`config.mk`:
```
export PLATFORM = sky130hd
export DESIGN_NAME = hilo_muldiv_unit_flat
export DESIGN_NICKNAME = d
export VERILOG_FILES = /design/src/rtl/hilo_muldiv_unit_if.sv /design/src/rtl/hilo_muldiv_unit.sv /design/src/flat_wrapper.sv
export SDC_FILE = /design/constraint.sdc
export NUM_CORES = 1
export LEC_CHECK = 0
export ABC_AREA = 1
export BUFFER_PORTS_ARGS = -buffer_cell sky130_fd_sc_hd__buf_4
export CAP_MARGIN = 30
export CORE_MARGIN = 2
export CORE_UTILIZATION = 45
export CTS_CLUSTER_DIAMETER = 120
export CTS_CLUSTER_SIZE = 8
export DETAILED_ROUTE_END_ITERATION = 10
export HOLD_SLACK_MARGIN = 0.03
export PLACE_DENSITY_LB_ADDON = 0.2
export SYNTH_ARGS = -nofsm -noshare
export SYNTH_HDL_FRONTEND = slang
export SYNTH_SLANG_ARGS = --single-unit
export TNS_END_PERCENT = 20
```
`constraint.sdc`:
```
create_clock -name clk -period 3.3 [get_ports clk]
set_input_delay 0.165 -clock clk [delete_from_list [all_inputs] [get_ports clk]]
set_output_delay 0.165 -clock clk [all_outputs]
set_load 0.01 [all_outputs]
```
`src/rtl/hilo_muldiv_unit_if.sv`:
```
// ---------------------------------------------------------------------------
// hilo_muldiv_unit_if
//
// Bundle between the instruction decoder and the HI/LO multiply/divide unit.
//
//   funct      decoder -> unit   R-type function field of the decode instruction
//   HI_write   decoder -> unit   HI write strobe, only 2'b11 counts
//   LO_write   decoder -> unit   LO write strobe, only 2'b11 counts
//   hilo_read  decoder -> unit   decode instruction is MFHI/MFLO
//   rs_data    decoder -> unit   operand A / MTHI-MTLO source
//   rt_data    decoder -> unit   operand B
//   hi, lo     unit -> decoder   architectural HI / LO registers
//   busy       unit -> decoder   engine not idle
//   stall      unit -> decoder   freeze fetch/decode
// ---------------------------------------------------------------------------
interface hilo_muldiv_unit_if;
    logic [5:0]  funct;
    logic [1:0]  HI_write;
    logic [1:0]  LO_write;
    logic        hilo_read;
    logic [31:0] rs_data;
    logic [31:0] rt_data;
    logic [31:0] hi;
    logic [31:0] lo;
    logic        busy;
    logic        stall;

    modport master (
        output funct, HI_write, LO_write, hilo_read, rs_data, rt_data,
        input  hi, lo, busy, stall
    );

    modport slave (
        input  funct, HI_write, LO_write, hilo_read, rs_data, rt_data,
        output hi, lo, busy, stall
    );
endinterface

```
`src/rtl/hilo_muldiv_unit.sv`:
```
// ---------------------------------------------------------------------------
// hilo_muldiv_unit
//
// Multi-cycle multiply/divide engine owning the HI and LO registers.
// MTHI/MTLO write in one edge; MULT/MULTU/DIV/DIVU run one shift-add or
// restoring shift-subtract step per cycle on unsigned magnitudes, then a
// final cycle applies the sign fixup and writes HI/LO.
//
// Ports:
//   clk    rising-edge clock
//   reset  synchronous, active-high
//   bus    hilo_muldiv_unit_if.slave (decoder strobes/operands in,
//          hi/lo/busy/stall out)
//
// Parameters:
//   ITER_CYCLES  iterative steps per MULT/DIV (32 for a 32-bit datapath)
//
// Build option:
//   HILO_FAST_MULT_EN  when defined, MULT/MULTU complete on the issue edge
//                      through a combinational 32x32 multiplier; divides
//                      stay iterative.
// ---------------------------------------------------------------------------
module hilo_muldiv_unit #(
    parameter int ITER_CYCLES = 32
) (
    input  logic               clk,
    input  logic               reset,
    hilo_muldiv_unit_if.slave  bus
);

    localparam int CNT_W = $clog2(ITER_CYCLES);
    localparam logic [CNT_W-1:0] CNT_LAST = CNT_W'(ITER_CYCLES - 1);

    localparam logic [5:0] F_MTHI  = 6'h11;
    localparam logic [5:0] F_MTLO  = 6'h13;
    localparam logic [5:0] F_MULT  = 6'h18;
    localparam logic [5:0] F_MULTU = 6'h19;
    localparam logic [5:0] F_DIV   = 6'h1a;
    localparam logic [5:0] F_DIVU  = 6'h1b;

    typedef enum logic [1:0] {
        ST_IDLE,
        ST_RUN,
        ST_FIX
    } state_e;

    state_e           state_q,  state_d;
    logic [CNT_W-1:0] cnt_q,    cnt_d;
    logic [31:0]      hi_q,     hi_d;
    logic [31:0]      lo_q,     lo_d;
    logic [31:0]      a_q,      a_d;      // multiplicand / divisor magnitude
    logic [31:0]      b_q,      b_d;      // multiplier -> product low / dividend -> quotient
    logic [31:0]      p_q,      p_d;      // product high / partial remainder
    logic             is_div_q, is_div_d;
    logic             neg_q,    neg_d;    // operand signs differ
    logic             rs_neg_q, rs_neg_d; // dividend sign, for the remainder
    logic             busy_q,   busy_d;

    logic        strobe;
    logic        issue;
    logic        signed_op;
    logic        rs_neg;
    logic        rt_neg;
    logic [31:0] rs_mag;
    logic [31:0] rt_mag;
    logic [32:0] mul_sum;
    logic [32:0] div_shift;
    logic [32:0] div_diff;
    logic        div_ge;
    logic [63:0] prod_fixed;
    logic        start;
`ifdef HILO_FAST_MULT_EN
    logic [63:0] fast_prod;
`endif

    // NOTE: every signal driven here gets a default at the top of the block;
    // a path that leaves one unassigned would otherwise infer a latch.
    always_comb begin
        strobe    = (bus.HI_write == 2'b11) || (bus.LO_write == 2'b11);
        issue     = strobe && (state_q == ST_IDLE);
        signed_op = (bus.funct == F_MULT) || (bus.funct == F_DIV);
        rs_neg    = signed_op && bus.rs_data[31];
        rt_neg    = signed_op && bus.rt_data[31];
        // 0x80000000 negates to itself, which read unsigned is 2^31.
        rs_mag    = rs_neg ? -bus.rs_data : bus.rs_data;
        rt_mag    = rt_neg ? -bus.rt_data : bus.rt_data;

        // Shift-add: conditionally add, then shift {p,b} right one place.
        mul_sum   = {1'b0, p_q} + (b_q[0] ? {1'b0, a_q} : 33'd0);
        // Restoring divide: shift the next dividend bit into the remainder.
        div_shift = {p_q, b_q[31]};
        div_diff  = div_shift - {1'b0, a_q};
        div_ge    = (div_shift >= {1'b0, a_q});

        prod_fixed = neg_q ? -{p_q, b_q} : {p_q, b_q};
`ifdef HILO_FAST_MULT_EN
        fast_prod  = {32'd0, rs_mag} * {32'd0, rt_mag};
        if (rs_neg != rt_neg) begin
            fast_prod = -fast_prod;
        end
`endif

        state_d  = state_q;
        cnt_d    = cnt_q;
        hi_d     = hi_q;
        lo_d     = lo_q;
        a_d      = a_q;
        b_d      = b_q;
        p_d      = p_q;
        is_div_d = is_div_q;
        neg_d    = neg_q;
        rs_neg_d = rs_neg_q;
        start    = 1'b0;

        unique case (state_q)
            ST_IDLE: begin
                if (issue) begin
                    unique case (bus.funct)
                        F_MTHI: hi_d = bus.rs_data;
                        F_MTLO: lo_d = bus.rs_data;
`ifdef HILO_FAST_MULT_EN
                        F_MULT, F_MULTU: {hi_d, lo_d} = fast_prod;
`else
                        F_MULT, F_MULTU: start = 1'b1;
`endif
                        F_DIV, F_DIVU: start = 1'b1;
                        default: ;  // unrecognised funct: no-op
                    endcase
                end
                if (start) begin
                    a_d      = rt_mag;
                    b_d      = rs_mag;
                    p_d      = 32'd0;
                    is_div_d = (bus.funct == F_DIV) || (bus.funct == F_DIVU);
                    neg_d    = rs_neg ^ rt_neg;
                    rs_neg_d = rs_neg;
                    cnt_d    = '0;
                    state_d  = ST_RUN;
                end
            end
            ST_RUN: begin
                if (is_div_q) begin
                    p_d = div_ge ? div_diff[31:0] : div_shift[31:0];
                    b_d = {b_q[30:0], div_ge};
                end else begin
                    p_d = mul_sum[32:1];
                    b_d = {mul_sum[0], b_q[31:1]};
                end
                cnt_d = cnt_q + CNT_W'(1);
                if (cnt_q == CNT_LAST) begin
                    state_d = ST_FIX;
                end
            end
            ST_FIX: begin
                if (is_div_q) begin
                    // With a zero divisor every step "succeeds", so p ends up
                    // holding the dividend magnitude and re-signing it restores
                    // rs_data as latched.
                    hi_d = rs_neg_q ? -p_q : p_q;
                    lo_d = (a_q == 32'd0) ? 32'hFFFF_FFFF : (neg_q ? -b_q : b_q);
                end else begin
                    {hi_d, lo_d} = prod_fixed;
                end
                state_d = ST_IDLE;
            end
            default: state_d = ST_IDLE;
        endcase

        busy_d = (state_d != ST_IDLE);
    end

    // NOTE: sequential state uses non-blocking assignments only, so every
    // flop samples the pre-edge values of the others.
    always_ff @(posedge clk) begin
        if (reset) begin
            // NOTE: the datapath registers are cleared too even though the
            // next issue reloads them; it keeps the unit fully deterministic.
            state_q  <= ST_IDLE;
            cnt_q    <= '0;
            hi_q     <= 32'd0;
            lo_q     <= 32'd0;
            a_q      <= 32'd0;
            b_q      <= 32'd0;
            p_q      <= 32'd0;
            is_div_q <= 1'b0;
            neg_q    <= 1'b0;
            rs_neg_q <= 1'b0;
            busy_q   <= 1'b0;
        end else begin
            state_q  <= state_d;
            cnt_q    <= cnt_d;
            hi_q     <= hi_d;
            lo_q     <= lo_d;
            a_q      <= a_d;
            b_q      <= b_d;
            p_q      <= p_d;
            is_div_q <= is_div_d;
            neg_q    <= neg_d;
            rs_neg_q <= rs_neg_d;
            busy_q   <= busy_d;
        end
    end

    assign bus.hi    = hi_q;
    assign bus.lo    = lo_q;
    assign bus.busy  = busy_q;
    // Only instructions that touch HI/LO are held back while busy.
    assign bus.stall = busy_q && (bus.hilo_read || strobe);

endmodule

```
`src/flat_wrapper.sv`:
```
// flat-port wrapper written by rule: the top's interface ports become plain ports
module hilo_muldiv_unit_flat 
#(
    parameter int ITER_CYCLES = 32
)
  (clk, reset, bus_funct, bus_HI_write, bus_LO_write, bus_hilo_read, bus_rs_data, bus_rt_data, bus_hi, bus_lo, bus_busy, bus_stall);
  hilo_muldiv_unit_if bus_i ();
  input  logic clk;
  input  logic reset;
  input wire logic [$bits(bus_i.funct)-1:0] bus_funct;
  input wire logic [$bits(bus_i.HI_write)-1:0] bus_HI_write;
  input wire logic [$bits(bus_i.LO_write)-1:0] bus_LO_write;
  input wire logic [$bits(bus_i.hilo_read)-1:0] bus_hilo_read;
  input wire logic [$bits(bus_i.rs_data)-1:0] bus_rs_data;
  input wire logic [$bits(bus_i.rt_data)-1:0] bus_rt_data;
  output wire logic [$bits(bus_i.hi)-1:0] bus_hi;
  output wire logic [$bits(bus_i.lo)-1:0] bus_lo;
  output wire logic [$bits(bus_i.busy)-1:0] bus_busy;
  output wire logic [$bits(bus_i.stall)-1:0] bus_stall;
  assign bus_i.funct = bus_funct;
  assign bus_i.HI_write = bus_HI_write;
  assign bus_i.LO_write = bus_LO_write;
  assign bus_i.hilo_read = bus_hilo_read;
  assign bus_i.rs_data = bus_rs_data;
  assign bus_i.rt_data = bus_rt_data;
  assign bus_hi = bus_i.hi;
  assign bus_lo = bus_i.lo;
  assign bus_busy = bus_i.busy;
  assign bus_stall = bus_i.stall;
  hilo_muldiv_unit #(.ITER_CYCLES(ITER_CYCLES)) u_core (.clk(clk), .reset(reset), .bus(bus_i));
endmodule
```
==> impl_metrics.yaml, run 1 <==
worst_setup_path:
  rrSetupSlack_ns: 0.38
  crit_fanout: 31
  critPathKind: "register to register"
  r2r-end: "u_core.p_q[16]"
  worstPathArrival_ns: 3.26
  r2r_cells: 11
  worstPathRequired_ns: 3.64
  crit_path_end_kind: "register"
  r2r_start: "u_core.b_q[0]"
  crit_path_start_kind: "register"
floorplanning:
  core_um2: 37490
  die_y_um: 198.5
  die_area_um2: 39410
  start_util_pct: 45.41
  rows: 71
  ios: 143
  die_w_um: 198.5
detailed_routing:
  via_per_inst: 5.795
  drt_iter0_drc: 2168
  ant_nets: 0
  dr.pass1.iters: 6
  wl_met3_um: 7241
  wl_um: 80150
  avgRoutedWirePerCell_um: 21.63
  dr_wl_met2_um: 36310
  top_layer_used: "met5"
  drc: 0
  num_vias: 21478
  wl_met1_um: 31020
global_routing:
  grt-ovfl-total: 0
  grt_max_degree: 66
  grt_pass1_vias: 20048
  antenna_found_initial: 3
  grt_pass1_wl_um: 118900
  grt.total_usage_pct: 40.45
synthesis:
  netlist_instances: 3055
  syn-cell-area_um2: 17030
  yosysSeqAreaShare_pct: 20.11
  synth_fp_nets: 3204
  async_flop_share_pct: 0
  syn_avg_cell_area_um2: 5.573
  synth_ff_type: "dfxtp_1"
  ys_seq_elements: 171
  yosysWarnings: 0
  synth_edf_count: 0
  synth_cell_types: 49
clock_network:
  post_cts_resized: 0
  clock-sinks: 171
  path_clk_slew_ns: 0.08
  clock_latency_ns: 0.48
  root_buffer: "clkbuf_16"
  cts_buffers: 17
  ctsHoldBuffers: 13
  cts_tree: "built"
  htree_levels: 4
  cts_setup_buffers: 0
  clockBufferDepth: 2
timing:
  max_freq_mhz: 342.3
  fin_crit_ns: 2.921
  finalHoldViolCount: 0
  report.final.setup_viol: 0
  skew_ns: 0.01430
  rsz0062_at_grt: "no"
  setup_ws_ns: 0.3786
  period_share_pct: 88.53
  tightestPinTransition_ns: 0.8673
  slew_violations: 0
  tns_ns: 0
  slew_headroom_pct: 42.18
final_layout:
  area_delta_synth_final_pct: 14.88
  fin_util_pct: 52.17
  mostFrequentLayoutCell: "nand2_1"
  drive_gt1_share_pct: 10.02
  fin_nets: 3330
  nFillCells: 4057
  final_cell_mix: "752 x nand2_1, 416 x inv_1, 350 x nor2_1, 293 x o21ai_0, 285 x a21oi_1"
placed_design:
  io_buffers: 142
  hpwlAfterDp_um: 65170
  pre_cts_slack_ns: 0.4765
  place_congestion: 1.056
pwr:
  cellLeakagePower_nw: 10.08
  powerDensity_nw_per_um2: 303.4
  ir_worst_vdd_uv: 387.9
worst_hold_path:
  worstHoldStart: "bus_rt_data[17]"
  holdPathStages: 4
  hold-path-endpoint: "u_core.a_q[17]"
  hold_class: "primary input to register"
job:
  drv_cap: 0
outcome:
  status: "completed"
-- cell usage after synthesis, types with 20 or more instances --
cell type,count,area share (%)
nand2_1,752,17
inv_1,418,9.2
nor2_1,353,7.8
o21ai_0,293,8.6
a21oi_1,285,8.4
nand3_1,278,8.2
dfxtp_1,171,20
clkbuf_1,76,1.7
ha_1,70,5.1
nand4_1,47,1.7
nor3_1,39,1.1
xor2_1,34,1.7
a31oi_1,32,1.2
buf_2,24,0.71
o21ai_1,20,0.59
-- worst max-delay path: stages (launching register included) --
cell	delay (ns)
dfxtp_1	0.46
buf_12	0.24
nand2_1	0.09
inv_1	0.07
ha_1	0.29
a21oi_1	0.28
o21ai_0	0.23
a21oi_1	0.50
a31o_2	0.24
nand3_1	0.15
nand3_1	0.14
a21oi_1	0.07
-- report_power, final --
group          leakage, nW  internal (W)  total [W]  switching (W)
registers             1.38       0.00210    0.00214      0.0000423
logic                 8.41      0.000465    0.00159        0.00112
clock network        0.285       0.00120    0.00221        0.00100
total                 10.1       0.00376    0.00593        0.00217
-- how the worst max path moves through the flow --
stage / slack [ns] / endpoint / start
after floorplan: 0.75 / u_core.p_q[21] / u_core.b_q[0]
after global placement: 0.47 / u_core.p_q[24] / u_core.b_q[0]
after detailed placement: 0.48 / u_core.p_q[16] / u_core.b_q[0]
after CTS: 0.47 / u_core.p_q[27] / u_core.b_q[0]
after global routing: 0.09 / u_core.p_q[29] / u_core.b_q[0]
final: 0.38 / u_core.p_q[16] / u_core.b_q[0]
-- sequential cells by signal, indices dropped and copies added (netlist names) --
signal and cells:
u_core.bus.lo 32, u_core.neg_q 1, u_core.a_q 32, u_core.b_q 32, u_core.cnt_q 5, u_core.state_q 2, u_core.bus.busy 1, u_core.is_div_q 1
u_core.rs_neg_q 1, u_core.bus.hi 32, u_core.p_q 32
-- per-stage QoR --
stage          cell area, um2  hold slack (ns)  total power (W)  cells
2_1_floorplan           17030           0.3188         0.003145   3055
3_3_place_gp            18790           0.4533         0.003700   3659
3_5_place_dp            18820           0.4623         0.003708   3660
4_1_cts                 19560          0.03517         0.005884   3705
5_1_grt                 19560          0.06629         0.006127   3705
6_report                19560          0.04782         0.005934   3706
-- kinds of logic after synthesis --
group | share of synthesized area (%)
buf+inv | 12.57
simple gates | 39.08
compound gates | 21.06
flops | 20.11
xor+xnor | 1.801
fa+ha+maj | 5.380
-- per-layer routing --
layer	up-vias	track usage (%)
li1	10263	-
met1	9785	48.02
met2	1168	66.89
met3	258	7.579
met4	4	26.42
met5	-	0
-- cell type report --
type	count	area [um2]	area share [%]
flip-flops and latches	171	3425	17.51
well taps	511	639.4	3.269
inverters	431	1618	8.271
clock buffers	18	429.2	2.194
repair buffers	225	1779	9.097
multi-input cells	2335	11480	58.72
clock inverters	14	181.4	0.9276
diodes	1	2.502	0.01279
Note: power is estimated with default switching activity, not from simulation.
==> inputs of run 2 (changes only) <==
--- a/config.mk
+++ b/config.mk
@@ -15,6 +15,7 @@
 export DETAILED_ROUTE_END_ITERATION = 10
 export HOLD_SLACK_MARGIN = 0.03
 export PLACE_DENSITY_LB_ADDON = 0.2
+export RECOVER_POWER = 25
 export SYNTH_ARGS = -nofsm -noshare
 export SYNTH_HDL_FRONTEND = slang
 export SYNTH_SLANG_ARGS = --single-unit
==> impl_metrics.yaml, run 2 (synthesis gave the netlist of run 1 again) <==
timing:
  period_share_pct: 88.45
  fin_crit_ns: 2.919
  report.final.setup_viol: 0
  skew_ns: 0.01172
  finalHoldViolCount: 0
  tns_ns: 0
  rsz0062_at_grt: "no"
  slew_violations: 0
  hold_slack_ns: 0.04820
  slew_headroom_pct: 41.95
  max_freq_mhz: 342.6
  tightestPinTransition_ns: 0.8708
detailed_routing:
  wl_um: 80290
  avgRoutedWirePerCell_um: 21.67
  drt_iter0_drc: 2124
  ant_nets: 0
  dr.pass1.iters: 6
  via_per_inst: 5.776
  num_vias: 21407
  drc: 0
worst_setup_path:
  crit_fanout: 31
  worstPathArrival_ns: 3.26
  crit_path_end_kind: "register"
  r2r_cells: 11
  cp_slowest_cell: "a21oi_1"
  cpMostUsedCell: "a21oi_1"
  worstPathRequired_ns: 3.64
  timing.critical_path.cells: "buf_12 -> nand2_1 -> inv_1 -> ha_1 -> a21oi_1 -> o21ai_0 -> a21oi_1 -> a31o_2 -> nand3_1 -> nand3_1 -> a21oi_1"
  r2r_start: "u_core.b_q[0]"
  critPathKind: "register to register"
  r2r-end: "u_core.p_q[16]"
  rrSetupSlack_ns: 0.38
  max_stage_delay_ns: 0.49
  crit_path_start_kind: "register"
clock_network:
  clock-sinks: 171
  clock_latency_ns: 0.48
  cts_setup_buffers: 0
  clockBufferDepth: 2
  root_buffer: "clkbuf_16"
  path_clk_slew_ns: 0.08
  cts_buffers: 17
  ctsHoldBuffers: 13
  htree_levels: 4
  post_cts_resized: 0
  cts_tree: "built"
floorplanning:
  die_y_um: 198.5
  rows: 71
  ios: 143
  core_um2: 37490
  start_util_pct: 45.41
  die_area_um2: 39410
  die_w_um: 198.5
final_layout:
  fin_nets: 3330
  fin_util_pct: 51.58
  stdcell_count: 3706
  drive_gt1_share_pct: 8.172
  area_delta_synth_final_pct: 13.58
  mostFrequentLayoutCell: "nand2_1"
  final_cell_mix: "752 x nand2_1, 416 x inv_1, 350 x nor2_1, 293 x o21ai_0, 285 x a21oi_1"
global_routing:
  grt.total_usage_pct: 40.45
  grt_pass1_wl_um: 118900
  grt-ovfl-total: 0
  grt_pass1_vias: 20048
  antenna_found_initial: 3
  grt_max_degree: 66
placed_design:
  dp_cells: 3660
  place_congestion: 1.056
  hpwlAfterDp_um: 65170
  io_buffers: 142
worst_hold_path:
  worstHoldStart: "bus_rt_data[17]"
  hold_class: "primary input to register"
  hold-path-endpoint: "u_core.a_q[17]"
  holdPathStages: 4
outcome:
  status: "completed"
pwr:
  ir_worst_vdd_uv: 388.2
  p_total_w: 0.005925
  cellLeakagePower_nw: 9.824
  powerDensity_nw_per_um2: 306.4
job:
  drv_cap: 0
## run 2: cell count changes in the layout (fill, tap and decap cells not counted), sizes merged
cell    delta
buf       -59
clkbuf    +59
## run 2: worst max path at each step
stage	start	to	slack, ns	cells after the start
floorplan	u_core.b_q[0]	u_core.p_q[21]	0.75	19
global placement	u_core.b_q[0]	u_core.p_q[24]	0.47	14
detailed placement	u_core.b_q[0]	u_core.p_q[16]	0.48	11
CTS	u_core.b_q[0]	u_core.p_q[27]	0.47	14
global route	u_core.b_q[0]	u_core.p_q[29]	0.09	18
finish	u_core.b_q[0]	u_core.p_q[16]	0.38	11
## run 2: per-stage QoR
stage          instance area, um2  setup WS (ns)
2_1_floorplan               17030         0.7476
3_3_place_gp                18790         0.4738
3_5_place_dp                18820         0.4765
4_1_cts                     19560         0.4726
5_1_grt                     19330        0.09331
6_report                    19340         0.3813
## run 2: worst max-delay path, delay by kind of cell, from the launching register on
| family | cells | cell delay [ns] |
|---|---|---|
| AO/OA/AOI/OAI | 5 | 1.31 |
| flip-flops | 1 | 0.46 |
| AND/OR/NAND/NOR | 3 | 0.39 |
| buffers and inverters | 2 | 0.31 |
| adder cells (fa/ha/maj) | 1 | 0.29 |
## run 2: report_power, final
group          switching, W  total (W)  internal, W
Combinational       0.00112    0.00158     0.000461
Clock              0.000998    0.00220      0.00120
Sequential        0.0000428    0.00214      0.00210
## run 2: layout make-up
class	count	area, um2
Clock buffer	18	429.2
Antenna cell	1	2.502
Fill cell	4109	18150
Inverter	431	1618
Multi-Input combinational cell	2335	11480
Timing Repair Buffer	225	1558
Clock inverter	14	181.4
Sequential cell	171	3425
Tap cell	511	639.4
## run 2: per-layer routing
layer / vias to the layer above / part of all wire [%] / GRT usage [%]
met5: - / 0.030 / 0
met4: 4 / 7.1 / 26.42
met3: 272 / 8.5 / 7.579
met2: 1115 / 45 / 66.89
met1: 9762 / 39 / 48.02
li1: 10254 / - / -
==> inputs of run 3 (changes only) <==
--- a/config.mk
+++ b/config.mk
@@ -5,7 +5,7 @@
 export SDC_FILE = /design/constraint.sdc
 export NUM_CORES = 1
 export LEC_CHECK = 0
-export ABC_AREA = 1
+export ABC_AREA = 0
 export BUFFER_PORTS_ARGS = -buffer_cell sky130_fd_sc_hd__buf_4
 export CAP_MARGIN = 30
 export CORE_MARGIN = 2
==> impl_metrics.yaml, run 3 <==
clock_network:
  cts_tree: "built"
  path_clk_slew_ns: 0.07
  clockBufferDepth: 2
  clock_latency_ns: 0.46
  htree_levels: 4
  root_buffer: "clkbuf_16"
  cts_buffers: 17
  clock-sinks: 171
timing:
  slew_violations: 0
  rsz0062_at_grt: "yes"
  period_share_pct: 96.71
  report.final.setup_viol: 0
  fin_crit_ns: 3.191
  tns_ns: 0
  slew_headroom_pct: 39.20
  max_freq_mhz: 313.3
  tightestPinTransition_ns: 0.9119
  finalHoldViolCount: 0
  skew_ns: 0.01498
  hold_slack_ns: 0.04516
floorplanning:
  ios: 143
  die_area_um2: 33010
  start_util_pct: 45.37
  rows: 65
  die_w_um: 181.7
  die_y_um: 181.7
  core_um2: 31310
worst_setup_path:
  critPathKind: "register to register"
  crit_fanout: 19
  worstPathArrival_ns: 3.50
  timing.critical_path.cells: "inv_1 -> buf_12 -> nor2_1 -> ha_1 -> a21oi_1 -> o21ai_0 -> nor4_1 -> a21oi_1 -> or4_1 -> nand2_1 -> o21bai_1 -> xnor2_1 -> o221ai_1"
  worstPathRequired_ns: 3.61
  crit_path_end_kind: "register"
  max_stage_delay_ns: 0.49
  cp_slowest_cell: "or4_1"
  cpMostUsedCell: "a21oi_1"
  crit_path_start_kind: "register"
pwr:
  intPower_w: 0.003752
  seq_power_share_pct: 39.6
  pwr-share-comb_pct: 21.3
  p_sw_w: 0.001624
  powerDensity_nw_per_um2: 315.6
  ir_worst_vdd_uv: 396.8
  swShare_pct: 30.21
  clock_power_share_pct: 39.2
  cellLeakagePower_nw: 6.665
final_layout:
  fin_util_pct: 54.41
  stdcell_count: 2469
  final_cell_mix: "219 x nor2_1, 216 x buf_4, 180 x a21oi_1, 168 x dfxtp_1, 124 x nand2_1"
  n_antenna_cell: 0
  area_delta_synth_final_pct: 19.91
  drive_gt1_share_pct: 14.95
  fin_nets: 2204
  mostFrequentLayoutCell: "nor2_1"
synthesis:
  netlist_top_cells_count: "219 x nor2_1, 182 x a21oi_1, 171 x dfxtp_1"
  synth_fp_nets: 2017
  synth_ff_type: "dfxtp_1"
  ys_seq_elements: 171
  synth_most_common_cell: "nor2_1"
  synth_edf_count: 0
  synthDominantCellAreaShare_pct: 24.10
  syn-cell-area_um2: 14210
  yosysWarnings: 0
  netlist_instances: 1868
  synth_cell_types: 82
  yosysTopAreaCell: "dfxtp_1"
  async_flop_share_pct: 0
  ys_top_cells_by_area: "dfxtp_1 24%, mux2i_1 6.8%, a21oi_1 6.4%, ha_1 6.2%, a211oi_1 6.1%"
  yosysSeqAreaShare_pct: 24.10
  syn_avg_cell_area_um2: 7.606
global_routing:
  grt_pass1_vias: 14502
  grt.total_usage_pct: 32.29
  antenna_found_initial: 0
  grt_max_degree: 83
  grt_pass1_wl_um: 82860
  grt-ovfl-total: 0
placed_design:
  place_congestion: 0.9756
  io_buffers: 142
  dp_cells: 2422
  hpwlAfterDp_um: 42120
detailed_routing:
  drc: 0
  ant_nets: 0
  via_per_inst: 6.169
  wl_um: 54180
  num_vias: 15231
  drt_iter0_drc: 1336
  dr.pass1.iters: 7
  avgRoutedWirePerCell_um: 21.94
worst_hold_path:
  hold_class: "primary input to register"
job:
  drv_cap: 0
outcome:
  status: "completed"
-- run 3: changes by cell type after synthesis, sizes merged, moves of 29 or more --
cell    before  now
nand2      763  125
inv        429   59
nand3      282   32
o21ai      317  113
nor2       374  219
a211oi       1  116
a21oi      289  184
mux2i        0   97
xnor2        1   73
xor2        34   90
nand4       47   14
clkbuf      76  105
-- run 3: power groups by stage --
stage | clock [W] | combinational, W | sequential [W]
after floorplan | 0 | 0.000677 | 0.00216
after detailed placement | 0 | 0.00109 | 0.00217
after global routing | 0.00222 | 0.00122 | 0.00213
after CTS | 0.00212 | 0.00111 | 0.00213
after global placement | 0 | 0.00109 | 0.00217
final | 0.00211 | 0.00114 | 0.00213
-- run 3: final timing paths --
kind,cells past startpoint,slack [ns],from,endpoint
setup / recovery,13,0.11,u_core.b_q[0],u_core.p_q[26]
hold / removal,3,0.05,bus_rt_data[29],u_core.a_q[29]
hold reg to reg,2,0.46,u_core.a_q[17],u_core.a_q[17]
setup reg to reg,13,0.11,u_core.b_q[0],u_core.p_q[26]
-- run 3: area by class of cell --
cell class | count | area (um2)
Timing Repair Buffer | 295 | 2110
Inverter | 59 | 221.5
Clock inverter | 9 | 111.4
Clock buffer | 22 | 484.2
Multi-Input combinational cell | 1511 | 10180
Tap cell | 402 | 503.0
Fill cell | 3075 | 14270
Sequential cell | 171 | 3427
-- run 3: routing by layer --
layer / routed length [um] / track usage, % / vias to the layer above / share of wire [%]
met3: 3887 / 6.679 / 141 / 7.2
li1: - / - / 7243 / -
met4: 3324 / 19.09 / 0 / 6.1
met5: 0 / 0 / - / 0
met1: 22980 / 40.89 / 7209 / 42
met2: 23990 / 50.79 / 638 / 44
-- run 3: metrics by stage --
step / worst slack, ns / total power [W] / instance area [um2]
final: 0.1086 / 0.005376 / 17040
after CTS: 0.009350 / 0.005358 / 17140
after global placement: 0.06125 / 0.003263 / 16390
after global routing: -0.04266 / 0.005568 / 17040
after floorplan: 0.2476 / 0.002834 / 14210
after detailed placement: 0.04051 / 0.003262 / 16400
-- run 3: cell families after synthesis --
family,synth area share [%]
buffers and inverters,5.108
adder cells (fa/ha/maj),6.447
multiplexers,6.992
AND/OR/NAND/NOR,19.55
flip-flops,24.10
AO/OA/AOI/OAI,27.76
XOR/XNOR,10.05
-- run 3: repair_timing --
item / in CTS / in global routing
buffers inserted: 0 / 0
gates resized for setup: 0 / 19
hold endpoints to repair: 15 / 0
endpoints found under the setup margin: 0 / 26
hold buffers: 15 / 0
-- run 3: critical path, delay by kind of cell, from the launching register on --
kind	cells	cell delay, ns
AND/OR/NAND/NOR	4	1.06
flip-flops	1	0.34
adder cells (fa/ha/maj)	1	0.37
AO/OA/AOI/OAI	5	0.82
buffers and inverters	2	0.24
XOR/XNOR	1	0.20
